==> src/rtl/hilo_ctrl_if.sv <==
// HI/LO controller bus: MDU result strobe, direct MTHI/MTLO writes, reads and status.
interface hilo_ctrl_if #(
    parameter int DATA_W = 32
);
    logic              ena;
    logic              op_start;
    logic              res_valid;
    logic [DATA_W-1:0] res_hi;
    logic [DATA_W-1:0] res_lo;
    logic              wr_en;
    logic [1:0]        wr_sel;
    logic [DATA_W-1:0] wr_hi;
    logic [DATA_W-1:0] wr_lo;
    logic              rd_en;
    logic              rd_sel;
    logic [DATA_W-1:0] rd_data;
    logic              busy;
    logic              stall;
    logic              err;

    modport master (
        output ena, op_start, res_valid, res_hi, res_lo,
               wr_en, wr_sel, wr_hi, wr_lo, rd_en, rd_sel,
        input  rd_data, busy, stall, err
    );

    modport slave (
        input  ena, op_start, res_valid, res_hi, res_lo,
               wr_en, wr_sel, wr_hi, wr_lo, rd_en, rd_sel,
        output rd_data, busy, stall, err
    );
endinterface

==> src/rtl/hilo_ctrl.sv <==
// HI/LO register controller with MDU busy tracking, latency watchdog and sticky error flag.
// Optional result forwarding on reads while BUSY is enabled by defining HILO_BYPASS_EN.
module hilo_ctrl #(
    parameter int DATA_W  = 32,
    parameter int MAX_LAT = 40
) (
    input  logic       clk,
    input  logic       rst,
    hilo_ctrl_if.slave bus
);
    localparam int CNT_W = (MAX_LAT > 1) ? $clog2(MAX_LAT) : 1;

    localparam logic [0:0] ST_IDLE = 1'b0;
    localparam logic [0:0] ST_BUSY = 1'b1;

    logic [0:0]        state_q, state_d;
    logic [CNT_W-1:0]  cnt_q, cnt_d;
    logic [DATA_W-1:0] hi_q, hi_d;
    logic [DATA_W-1:0] lo_q, lo_d;
    logic              err_q, err_d;
    logic              busy;

    always_comb begin
        state_d = state_q;
        cnt_d   = cnt_q;
        hi_d    = hi_q;
        lo_d    = lo_q;
        err_d   = err_q;
        if (bus.ena) begin
            case (state_q)
                ST_IDLE: begin
                    if (bus.wr_en) begin
                        case (bus.wr_sel)
                            2'b00:   lo_d = bus.wr_lo;
                            2'b11:   hi_d = bus.wr_hi;
                            2'b01: begin
                                hi_d = bus.wr_hi;
                                lo_d = bus.wr_lo;
                            end
                            default: ;
                        endcase
                    end
                    if (bus.res_valid) err_d = 1'b1;
                    if (bus.op_start) begin
                        state_d = ST_BUSY;
                        cnt_d   = '0;
                    end
                end
                ST_BUSY: begin
                    // Writes are refused here; a result always wins over a write.
                    if (bus.op_start) err_d = 1'b1;
                    if (bus.res_valid) begin
                        hi_d    = bus.res_hi;
                        lo_d    = bus.res_lo;
                        state_d = ST_IDLE;
                    end else if (cnt_q == CNT_W'(MAX_LAT - 1)) begin
                        state_d = ST_IDLE;
                        err_d   = 1'b1;
                    end else begin
                        cnt_d = cnt_q + CNT_W'(1);
                    end
                end
                default: state_d = ST_IDLE;
            endcase
        end
    end

    always_ff @(posedge clk or negedge rst) begin
        if (!rst) begin
            state_q <= ST_IDLE;
            cnt_q   <= '0;
            hi_q    <= '0;
            lo_q    <= '0;
            err_q   <= 1'b0;
        end else begin
            state_q <= state_d;
            cnt_q   <= cnt_d;
            hi_q    <= hi_d;
            lo_q    <= lo_d;
            err_q   <= err_d;
        end
    end

    assign busy     = (state_q == ST_BUSY);
    assign bus.busy = busy;
    assign bus.err  = err_q;

`ifdef HILO_BYPASS_EN
    logic fwd;
    assign fwd         = busy && bus.res_valid;
    assign bus.rd_data = bus.rd_sel ? (fwd ? bus.res_hi : hi_q)
                                    : (fwd ? bus.res_lo : lo_q);
    assign bus.stall   = busy && (bus.wr_en || (bus.rd_en && !bus.res_valid));
`else
    assign bus.rd_data = bus.rd_sel ? hi_q : lo_q;
    assign bus.stall   = busy && (bus.rd_en || bus.wr_en);
`endif
endmodule

==> src/flat_wrapper.sv <==
// flat-port wrapper written by rule: the top's interface ports become plain ports
module hilo_ctrl_flat 
#(
    parameter int DATA_W  = 32,
    parameter int MAX_LAT = 40
)
  (clk, rst, bus_ena, bus_op_start, bus_res_valid, bus_res_hi, bus_res_lo, bus_wr_en, bus_wr_sel, bus_wr_hi, bus_wr_lo, bus_rd_en, bus_rd_sel, bus_rd_data, bus_busy, bus_stall, bus_err);
  hilo_ctrl_if #(.DATA_W(DATA_W)) bus_i ();
  input  logic clk;
  input  logic rst;
  input wire logic [$bits(bus_i.ena)-1:0] bus_ena;
  input wire logic [$bits(bus_i.op_start)-1:0] bus_op_start;
  input wire logic [$bits(bus_i.res_valid)-1:0] bus_res_valid;
  input wire logic [$bits(bus_i.res_hi)-1:0] bus_res_hi;
  input wire logic [$bits(bus_i.res_lo)-1:0] bus_res_lo;
  input wire logic [$bits(bus_i.wr_en)-1:0] bus_wr_en;
  input wire logic [$bits(bus_i.wr_sel)-1:0] bus_wr_sel;
  input wire logic [$bits(bus_i.wr_hi)-1:0] bus_wr_hi;
  input wire logic [$bits(bus_i.wr_lo)-1:0] bus_wr_lo;
  input wire logic [$bits(bus_i.rd_en)-1:0] bus_rd_en;
  input wire logic [$bits(bus_i.rd_sel)-1:0] bus_rd_sel;
  output wire logic [$bits(bus_i.rd_data)-1:0] bus_rd_data;
  output wire logic [$bits(bus_i.busy)-1:0] bus_busy;
  output wire logic [$bits(bus_i.stall)-1:0] bus_stall;
  output wire logic [$bits(bus_i.err)-1:0] bus_err;
  assign bus_i.ena = bus_ena;
  assign bus_i.op_start = bus_op_start;
  assign bus_i.res_valid = bus_res_valid;
  assign bus_i.res_hi = bus_res_hi;
  assign bus_i.res_lo = bus_res_lo;
  assign bus_i.wr_en = bus_wr_en;
  assign bus_i.wr_sel = bus_wr_sel;
  assign bus_i.wr_hi = bus_wr_hi;
  assign bus_i.wr_lo = bus_wr_lo;
  assign bus_i.rd_en = bus_rd_en;
  assign bus_i.rd_sel = bus_rd_sel;
  assign bus_rd_data = bus_i.rd_data;
  assign bus_busy = bus_i.busy;
  assign bus_stall = bus_i.stall;
  assign bus_err = bus_i.err;
  hilo_ctrl #(.DATA_W(DATA_W), .MAX_LAT(MAX_LAT)) u_core (.clk(clk), .rst(rst), .bus(bus_i));
endmodule
==> config.mk <==
export PLATFORM = sky130hd
export DESIGN_NAME = hilo_ctrl_flat
export DESIGN_NICKNAME = d
export VERILOG_FILES = /design/src/rtl/hilo_ctrl_if.sv /design/src/rtl/hilo_ctrl.sv /design/src/flat_wrapper.sv
export SDC_FILE = /design/constraint.sdc
export NUM_CORES = 1
export LEC_CHECK = 0
export ABC_CLOCK_PERIOD_IN_PS = 3000
export CORE_ASPECT_RATIO = 1.4
export CORE_MARGIN = 5
export CORE_UTILIZATION = 43
export CTS_CLUSTER_DIAMETER = 80
export DETAILED_ROUTE_END_ITERATION = 7
export PLACE_DENSITY = 0.79
export SLEW_MARGIN = 30
export SYNTH_ARGS = -nofsm -noshare
export SYNTH_HDL_FRONTEND = slang
export SYNTH_SLANG_ARGS = --single-unit
==> constraint.sdc <==
create_clock -name clk -period 3 [get_ports clk]
set_clock_uncertainty 0.15 [all_clocks]
set_input_delay 0.9 -clock clk [delete_from_list [all_inputs] [get_ports clk]]
set_output_delay 0.9 -clock clk [all_outputs]
set_load 0.02 [all_outputs]
==> results of run 1 <==
## cells in the mapped netlist
| cell type | instances | area, sq um |
|---|---|---|
| sky130_fd_sc_hd__a21bo_2 | 1 | 10.0 |
| sky130_fd_sc_hd__a21boi_1 | 1 | 7.51 |
| sky130_fd_sc_hd__a21boi_4 | 1 | 18.8 |
| sky130_fd_sc_hd__a21o_1 | 2 | 15.0 |
| sky130_fd_sc_hd__a21oi_1 | 1 | 5.00 |
| sky130_fd_sc_hd__a2bb2oi_1 | 1 | 8.76 |
| sky130_fd_sc_hd__a311oi_1 | 1 | 8.76 |
| sky130_fd_sc_hd__and3_1 | 1 | 6.26 |
| sky130_fd_sc_hd__buf_1 | 4 | 15.0 |
| sky130_fd_sc_hd__buf_2 | 3 | 15.0 |
| sky130_fd_sc_hd__buf_4 | 3 | 22.5 |
| sky130_fd_sc_hd__buf_6 | 4 | 45.0 |
| sky130_fd_sc_hd__clkbuf_1 | 6 | 22.5 |
| sky130_fd_sc_hd__dfrtp_1 | 72 | 1800 |
| sky130_fd_sc_hd__ha_1 | 1 | 12.5 |
| sky130_fd_sc_hd__inv_1 | 2 | 7.51 |
| sky130_fd_sc_hd__mux2_1 | 2 | 22.5 |
| sky130_fd_sc_hd__mux2_2 | 158 | 1780 |
| sky130_fd_sc_hd__nand2_1 | 5 | 18.8 |
| sky130_fd_sc_hd__nand2b_1 | 1 | 6.26 |
| sky130_fd_sc_hd__nand3_1 | 6 | 30.0 |
| sky130_fd_sc_hd__nand3b_1 | 1 | 7.51 |
| sky130_fd_sc_hd__nand4_1 | 2 | 12.5 |
| sky130_fd_sc_hd__nor2_1 | 3 | 11.3 |
| sky130_fd_sc_hd__nor4bb_1 | 1 | 10.0 |
| sky130_fd_sc_hd__o211ai_1 | 3 | 22.5 |
| sky130_fd_sc_hd__o21ai_0 | 6 | 30.0 |
| sky130_fd_sc_hd__o21bai_1 | 1 | 7.51 |
| sky130_fd_sc_hd__o221a_2 | 1 | 11.3 |
| sky130_fd_sc_hd__o311ai_0 | 2 | 17.5 |
| sky130_fd_sc_hd__or2_2 | 1 | 6.26 |
| sky130_fd_sc_hd__or3_1 | 1 | 6.26 |
| sky130_fd_sc_hd__or3b_4 | 1 | 11.3 |
| sky130_fd_sc_hd__or4_1 | 1 | 7.51 |
## placed cells by master (no fill, tap or decap), drive strengths merged, types with 2 or more instances in the layout
cell,n
nand4,2
mux2,160
clkbuf,12
o211ai,3
nand3,6
dfrtp,72
a21boi,2
o21ai,6
nor2,3
o311ai,2
dlygate4sd2,33
a21o,2
inv,2
clkdlybuf4s50,137
buf,11
nand2,5
## registers in the layout, summed over array words and instances (netlist names)
signal,flops
u_core.cnt_q,6
u_core.bus.busy,1
u_core.lo_q,32
u_core.hi_q,32
u_core.bus.err,1
## final cells by class
class	count	area share (%)
sequential	72	29.3
inverter	2	0.122
clock buffer	12	4.17
tap	110	2.24
clock inverter	1	0.0813
timing repair buffer	181	29.6
multi-input combinational	206	34.5
## critical path, delay by kind of cell
kind	cells	cell delay (ps)
buf+inv	3	630
mux	1	350
## path summary, 6_finish.rpt
| path | cells after the start | end | start |
|---|---|---|---|
| worst max-delay path | 4 | bus_rd_data[16] | bus_rd_sel |
| worst min-delay path | 1 | u_core.bus.err$_DFFE_PN0P_ | u_core.bus.err$_DFFE_PN0P_ |
| worst max register to register | 5 | u_core.lo_q[2]$_DFFE_PN0P_ | u_core.bus.busy$_DFFE_PN0P_ |
| worst min register to register | 1 | u_core.bus.err$_DFFE_PN0P_ | u_core.bus.err$_DFFE_PN0P_ |
| max in group asynchronous | 1 | u_core.bus.busy$_DFFE_PN0P_ | rst |
| min in group asynchronous | 1 | u_core.bus.err$_DFFE_PN0P_ | rst |
## logic make-up (layout without fill, tap and decap cells)
family	Yosys count	in the layout	share of synthesized area, %
multiplexers	160	160	44.6
flip-flops	72	72	44.6
AND/OR/NAND/NOR	24	24	3.31
buffers and inverters	22	196	3.16
AO/OA/AOI/OAI	21	21	4.03
adder cells (fa/ha/maj)	1	1	0.310
## report_power, final
part | leakage (nW) | switching [mW] | internal [mW]
registers | 0.838 | 0.222 | 1.35
clock network | 0.130 | 0.364 | 0.589
logic | 1.53 | 0.706 | 0.966
total | 2.50 | 1.29 | 2.91
## routing by layer
metal | vias to the layer above | global-route usage [%] | part of all wire [%]
met5 | - | 0 | 0
met4 | 0 | 7.00 | 2.1
met2 | 117 | 33.2 | 54
met3 | 16 | 4.95 | 6.7
li1 | 1456 | - | -
met1 | 1487 | 20.6 | 37
==> results_tabular.tex, run 1 <==
\begin{tabular}{lr}
\hline
Metric & Value \\
\hline
\multicolumn{2}{l}{\textbf{Routing}} \\
\quad Detailed-route via count & approximately 3000 \\
\quad Drt drc & 0 \\
\quad Antenna-violating nets left & 0 \\
\quad TritonRoute pass-1 iters & 4 \\
\quad Drt wl/cell & 17.7 microns \\
\quad Drt initial violations & 75 \\
\quad Via density per instance & approximately 5.3 \\
\quad Total Routed Length & 10300 microns \\
\multicolumn{2}{l}{\textbf{Floorplanning}} \\
\quad Core outline area & 9300 sq um \\
\quad Starting density of the core & between 40\% and 50\% \\
\quad Width of the die & 91.9 microns \\
\quad Number of standard-cell rows in the floorplan & 42 \\
\quad Num ports & 173 \\
\quad Die Outline Area & 11500 sq um \\
\quad Die Ht & 125 microns \\
\multicolumn{2}{l}{\textbf{Setup path}} \\
\quad Cell-by-cell trace of the critical path & buf\_2 > buf\_12 > mux2\_2 > dlygate4sd2\_1 \\
\quad Slack of the worst reg-to-reg path & around 740 ps \\
\quad Maximum fanout encountered on the critical timing path & 20 \\
\quad Critical-path top delay cell & sky130\_fd\_sc\_hd\_\_mux2\_2 \\
\quad Peak per-stage delay on the critical path & about 350 ps \\
\quad Startpoint class of the critical path & primary input \\
\quad Data required time of the worst path & $\sim$2000 ps \\
\quad Type of the setup path with the least slack & primary input to output port \\
\quad Crit end category & output port \\
\quad Arrival time of the worst setup path & between 1500 and 2000 ps \\
\multicolumn{2}{l}{\textbf{Logic synthesis}} \\
\quad Cell count after synthesis & 300 \\
\quad Combined area of all synthesized cells & approximately 4000 sq um \\
\quad Number of distinct library cell variants in the gate-level netlist after synthesis & 34 \\
\quad Seq/Total Area, Yosys & between 40\% and 50\% \\
\quad Post-synth net total & 439 \\
\quad Mean Syn Cell Area & between 10 and 15 sq um \\
\quad Yosys warnings & 0 \\
\quad FF+latch count, synth & 72 \\
\multicolumn{2}{l}{\textbf{Finish}} \\
\quad Non-Filler Cell Area, Final & about 6200 sq um \\
\quad Final cell count without fillers & between 500 and 600 \\
\quad Filler cell count & around 700 \\
\quad Final nets & between 600 and 700 \\
\quad Share of post-route cells with drive strength above 1 & 39.7\% \\
\quad Sequential cell area & 1810 sq um \\
\quad Utilization of the core after routing & between 60\% and 70\% \\
\quad Multi-input combinational cell area & $\sim$2100 sq um \\
\quad Count of antenna diodes in the layout & 0 \\
\quad Area added between synthesis and finish & 52.3\% \\
\multicolumn{2}{l}{\textbf{Clocking}} \\
\quad Inserted Clock Buffers & 9 \\
\quad Number of buffers on the longest clock path & 2 \\
\quad Post-CTS Setup Repair Bufs & 0 \\
\quad CTS Sinks & between 70 and 80 \\
\quad Clock tree from TritonCTS & done \\
\quad Post-cts hold buffer count & 0 \\
\quad Root Driver & sky130\_fd\_sc\_hd\_\_clkbuf\_16 \\
\quad Clock transition at the registers of the reported paths & around 50 ps \\
\quad Post\_cts resized & 33 \\
\quad Source-to-sink clock delay at the later pin of the worst-skew pair & about 320 ps \\
\quad H-tree depth reported by CTS & 3 \\
\multicolumn{2}{l}{\textbf{Timing}} \\
\quad Setup TNS & 0 ps \\
\quad Setup repair after global routing missed its margin & false \\
\quad Pins over their slew limit & 0 \\
\quad Final WS setup & between 40 and 50 ps \\
\quad Count of endpoints failing setup in the final report & 0 \\
\quad Total count of hold-check failures in the final report & 0 \\
\quad Fmax & around 340 MHz \\
\quad Crit share post-route & 98.5\% \\
\quad Crit path time final & slightly below 3000 ps \\
\quad Slew HR & between 40\% and 50\% \\
\quad Tightest Pin Transition & 777 ps \\
\quad Hold Slack & roughly 320 ps \\
\multicolumn{2}{l}{\textbf{GRT}} \\
\quad Number of global-route vias before repair & 3420 \\
\quad Number of antenna violations at the first check in global routing & 0 \\
\quad Total overflow reported by the global router & 0 \\
\quad Global-route wire length before repair & 16900 microns \\
\quad Overall routing resource usage & between 15 and 20\% \\
\quad Maximum number of pins on one net before global-route repair & 73 \\
\multicolumn{2}{l}{\textbf{Flow run}} \\
\quad Count of maximum capacitance violations & 0 \\
\multicolumn{2}{l}{\textbf{Run status}} \\
\quad Run status & completed \\
\multicolumn{2}{l}{\textbf{Pwr}} \\
\quad Total leakage power & 2.50 nW \\
\quad Pwr Density & 683 nW/um\^{}2 \\
\quad Worst ir drop on vdd & $\sim$0.39 mV \\
\quad Total chip power & between 4 and 5 mW \\
\multicolumn{2}{l}{\textbf{Min path}} \\
\quad Hold/Removal Path Class & flip-flop to flip-flop \\
\multicolumn{2}{l}{\textbf{Place}} \\
\quad HPWL after detailed placement & approximately 8000 microns \\
\quad Place WS & -181 ps \\
\quad Gp weighted congestion & between 0.8 and 0.9 \\
\quad Cell area after placement & slightly below 6000 sq um \\
\quad Dpl cells & roughly 570 \\
\quad Count of port buffers added during placement & 172 \\
\hline
\end{tabular}
Note: power is estimated with default switching activity, not from simulation.
==> run 2: changes to the inputs <==
CORE_MARGIN = not set   (was 5)
SLEW_MARGIN = 20   (was 30)
==> results_tabular.tex, run 2 (synthesis gave the netlist of run 1 again) <==
\begin{tabular}{lr}
\hline
Metric & Value \\
\hline
\multicolumn{2}{l}{\textbf{Routing}} \\
\quad Drt wl/cell & 17.4 microns \\
\quad Via density per instance & approximately 5.3 \\
\quad TritonRoute pass-1 iters & 6 \\
\quad Antenna-violating nets left & 0 \\
\quad Drt initial violations & 125 \\
\quad Drt drc & 22 \\
\quad Total Routed Length & about 10000 microns \\
\quad Detailed-route via count & 3071 \\
\multicolumn{2}{l}{\textbf{Pwr}} \\
\quad Total chip power & 4.19 mW \\
\quad Part of the total power dissipated in combinational logic & 39.9\% \\
\quad Clock share of power & roughly 22\% \\
\quad Worst ir drop on vdd & around 0.38 mV \\
\quad Pwr Density & roughly 680 nW/um\^{}2 \\
\quad Internal power summed over all cells & slightly below 3 mW \\
\quad Total leakage power & 2.49 nW \\
\quad Proportion of power drawn by flip-flops and latches & a little under two fifths \\
\quad Switching power of the nets & 1.29 mW \\
\quad Switching share of power & between 30\% and 40\% \\
\multicolumn{2}{l}{\textbf{Finish}} \\
\quad Registers with the most flip-flops & u\_core.hi\_q (32), u\_core.lo\_q (32), u\_core.cnt\_q (6) \\
\quad Final cell count without fillers & about 580 \\
\quad Non-Filler Cell Area, Final & about 6000 sq um \\
\quad Utilization of the core after routing & between 60\% and 70\% \\
\quad Area added between synthesis and finish & 51.6\% \\
\quad Share of post-route cells with drive strength above 1 & 39.8\% \\
\quad Most common cell after layout, fill and taps aside & sky130\_fd\_sc\_hd\_\_mux2\_2 \\
\quad Count of antenna diodes in the layout & 0 \\
\quad Final nets & slightly above 600 \\
\quad Leading cell types in the layout, fill and taps excluded & sky130\_fd\_sc\_hd\_\_mux2\_2 (158), sky130\_fd\_sc\_hd\_\_clkdlybuf4s50\_1 (137), sky130\_fd\_sc\_hd\_\_dfrtp\_1 (71) \\
\multicolumn{2}{l}{\textbf{Timing}} \\
\quad Hold Slack & 327 ps \\
\quad Final WS setup & a little under 50 ps \\
\quad Crit path time final & 2950 ps \\
\quad Crit share post-route & slightly below 100\% \\
\quad Slew HR & around 45\% \\
\quad Pins over their slew limit & 0 \\
\quad Fmax & approximately 340 MHz \\
\quad Total count of hold-check failures in the final report & 0 \\
\quad Count of endpoints failing setup in the final report & 0 \\
\quad Setup TNS & 0 ps \\
\quad Setup repair after global routing missed its margin & false \\
\quad Tightest Pin Transition & $\sim$820 ps \\
\multicolumn{2}{l}{\textbf{Setup path}} \\
\quad Reg-to-reg critical path endpoint & u\_core.lo\_q[21]\$\_DFFE\_PN0P\_ \\
\quad Arrival time of the worst setup path & around 1900 ps \\
\quad Startpoint class of the critical path & primary input \\
\quad Worst flop-to-flop path startpoint & u\_core.bus.busy\$\_DFFE\_PN0P\_ \\
\quad Maximum fanout encountered on the critical timing path & 23 \\
\quad R2R cell count & 5 \\
\quad Crit end category & output port \\
\quad Data required time of the worst path & between 1500 and 2000 ps \\
\quad Critical-path top delay cell & sky130\_fd\_sc\_hd\_\_mux2\_2 \\
\quad Peak per-stage delay on the critical path & 370 ps \\
\quad Slack of the worst reg-to-reg path & $\sim$800 ps \\
\quad Type of the setup path with the least slack & primary input to output port \\
\quad Cell-by-cell trace of the critical path & buf\_2 > buf\_12 > mux2\_2 > dlygate4sd2\_1 \\
\multicolumn{2}{l}{\textbf{Clocking}} \\
\quad Inserted Clock Buffers & 9 \\
\quad H-tree depth reported by CTS & 3 \\
\quad Number of buffers on the longest clock path & 2 \\
\quad Clock transition at the registers of the reported paths & 50 ps \\
\quad Root Driver & sky130\_fd\_sc\_hd\_\_clkbuf\_16 \\
\quad CTS Sinks & slightly above 70 \\
\quad Post-cts hold buffer count & 0 \\
\quad Source-to-sink clock delay at the later pin of the worst-skew pair & 320 ps \\
\quad Clock tree from TritonCTS & done \\
\quad Post-CTS Setup Repair Bufs & 0 \\
\multicolumn{2}{l}{\textbf{Min path}} \\
\quad Hold/Removal Path Class & flip-flop to flip-flop \\
\quad Hold path startpoint & u\_core.bus.err\$\_DFFE\_PN0P\_ \\
\quad Number of instances on the worst hold path & 1 \\
\quad Hold worst-path end & u\_core.bus.err\$\_DFFE\_PN0P\_ \\
\multicolumn{2}{l}{\textbf{GRT}} \\
\quad Number of global-route vias before repair & about 3200 \\
\quad Overall routing resource usage & 21.3\% \\
\quad Number of antenna violations at the first check in global routing & 0 \\
\quad Global-route wire length before repair & 15900 microns \\
\quad Total overflow reported by the global router & 0 \\
\quad Maximum number of pins on one net before global-route repair & between 40 and 50 \\
\multicolumn{2}{l}{\textbf{Floorplanning}} \\
\quad Width of the die & $\sim$84 microns \\
\quad Number of standard-cell rows in the floorplan & between 40 and 50 \\
\quad Die Ht & about 120 microns \\
\quad Num ports & around 170 \\
\quad Core outline area & between 9000 and 10000 sq um \\
\quad Starting density of the core & roughly 44\% \\
\quad Die Outline Area & approximately 9800 sq um \\
\multicolumn{2}{l}{\textbf{Place}} \\
\quad HPWL after detailed placement & between 7000 and 8000 microns \\
\quad Count of port buffers added during placement & between 150 and 200 \\
\quad Cell area after placement & 5910 sq um \\
\quad Place WS & -174 ps \\
\quad Gp weighted congestion & roughly 0.80 \\
\quad Dpl cells & roughly 570 \\
\multicolumn{2}{l}{\textbf{Run status}} \\
\quad Run status & finished, violations left \\
\quad Violated checks & design-rule violations \\
\multicolumn{2}{l}{\textbf{Flow run}} \\
\quad Count of maximum capacitance violations & 0 \\
\hline
\end{tabular}
[run 2: cell types whose count changed in the layout (fill, tap and decap cells not counted), sizes merged]
cell,delta
buf,+1
[run 2: worst max path at each step]
stage                     cells past startpoint        from               to
after floorplan                               3  bus_rd_sel   bus_rd_data[0]
after global placement                        4  bus_rd_sel   bus_rd_data[6]
after detailed placement                      4  bus_rd_sel  bus_rd_data[13]
after CTS                                     4  bus_rd_sel  bus_rd_data[13]
after global routing                          4  bus_rd_sel  bus_rd_data[10]
final                                         4  bus_rd_sel  bus_rd_data[13]
[run 2: critical path, delay by kind of cell]
family                 cells  cell delay [ps]
buffers and inverters      3              610
multiplexers               1              370
[run 2: power by group through the flow]
stage | clock network, mW | logic [mW] | registers, mW
6_report | 0.940 | 1.67 | 1.58
2_1_floorplan | 0 | 1.14 | 1.50
4_1_cts | 0.964 | 1.70 | 1.58
3_5_place_dp | 0 | 1.83 | 1.59
5_1_grt | 1.00 | 1.80 | 1.63
3_3_place_gp | 0 | 1.79 | 1.57
[run 2: what timing repair did]
item / CTS / global route
gates resized for setup: 33 / 0
endpoints found under the setup margin: 33 / 0
endpoints found under the hold margin: 0 / 0
[run 2: per-layer routing]
metal  track usage, %  vias to the layer above  routed length (microns)
li1                 -                     1449                        -
met1             23.4                     1492                     3750
met2             40.8                      119                     5590
met3             3.25                       11                      574
met4             9.31                        0                      181
met5                0                        -                        0
[run 2: final cells by class]
cell class | instances | area, sq um
Sequential cell | 72 | 1800
Timing Repair Buffer | 182 | 1800
Clock inverter | 1 | 5.00
Multi-Input combinational cell | 206 | 2120
Fill cell | 704 | 2950
Inverter | 2 | 7.51
Tap cell | 107 | 134
Clock buffer | 12 | 256
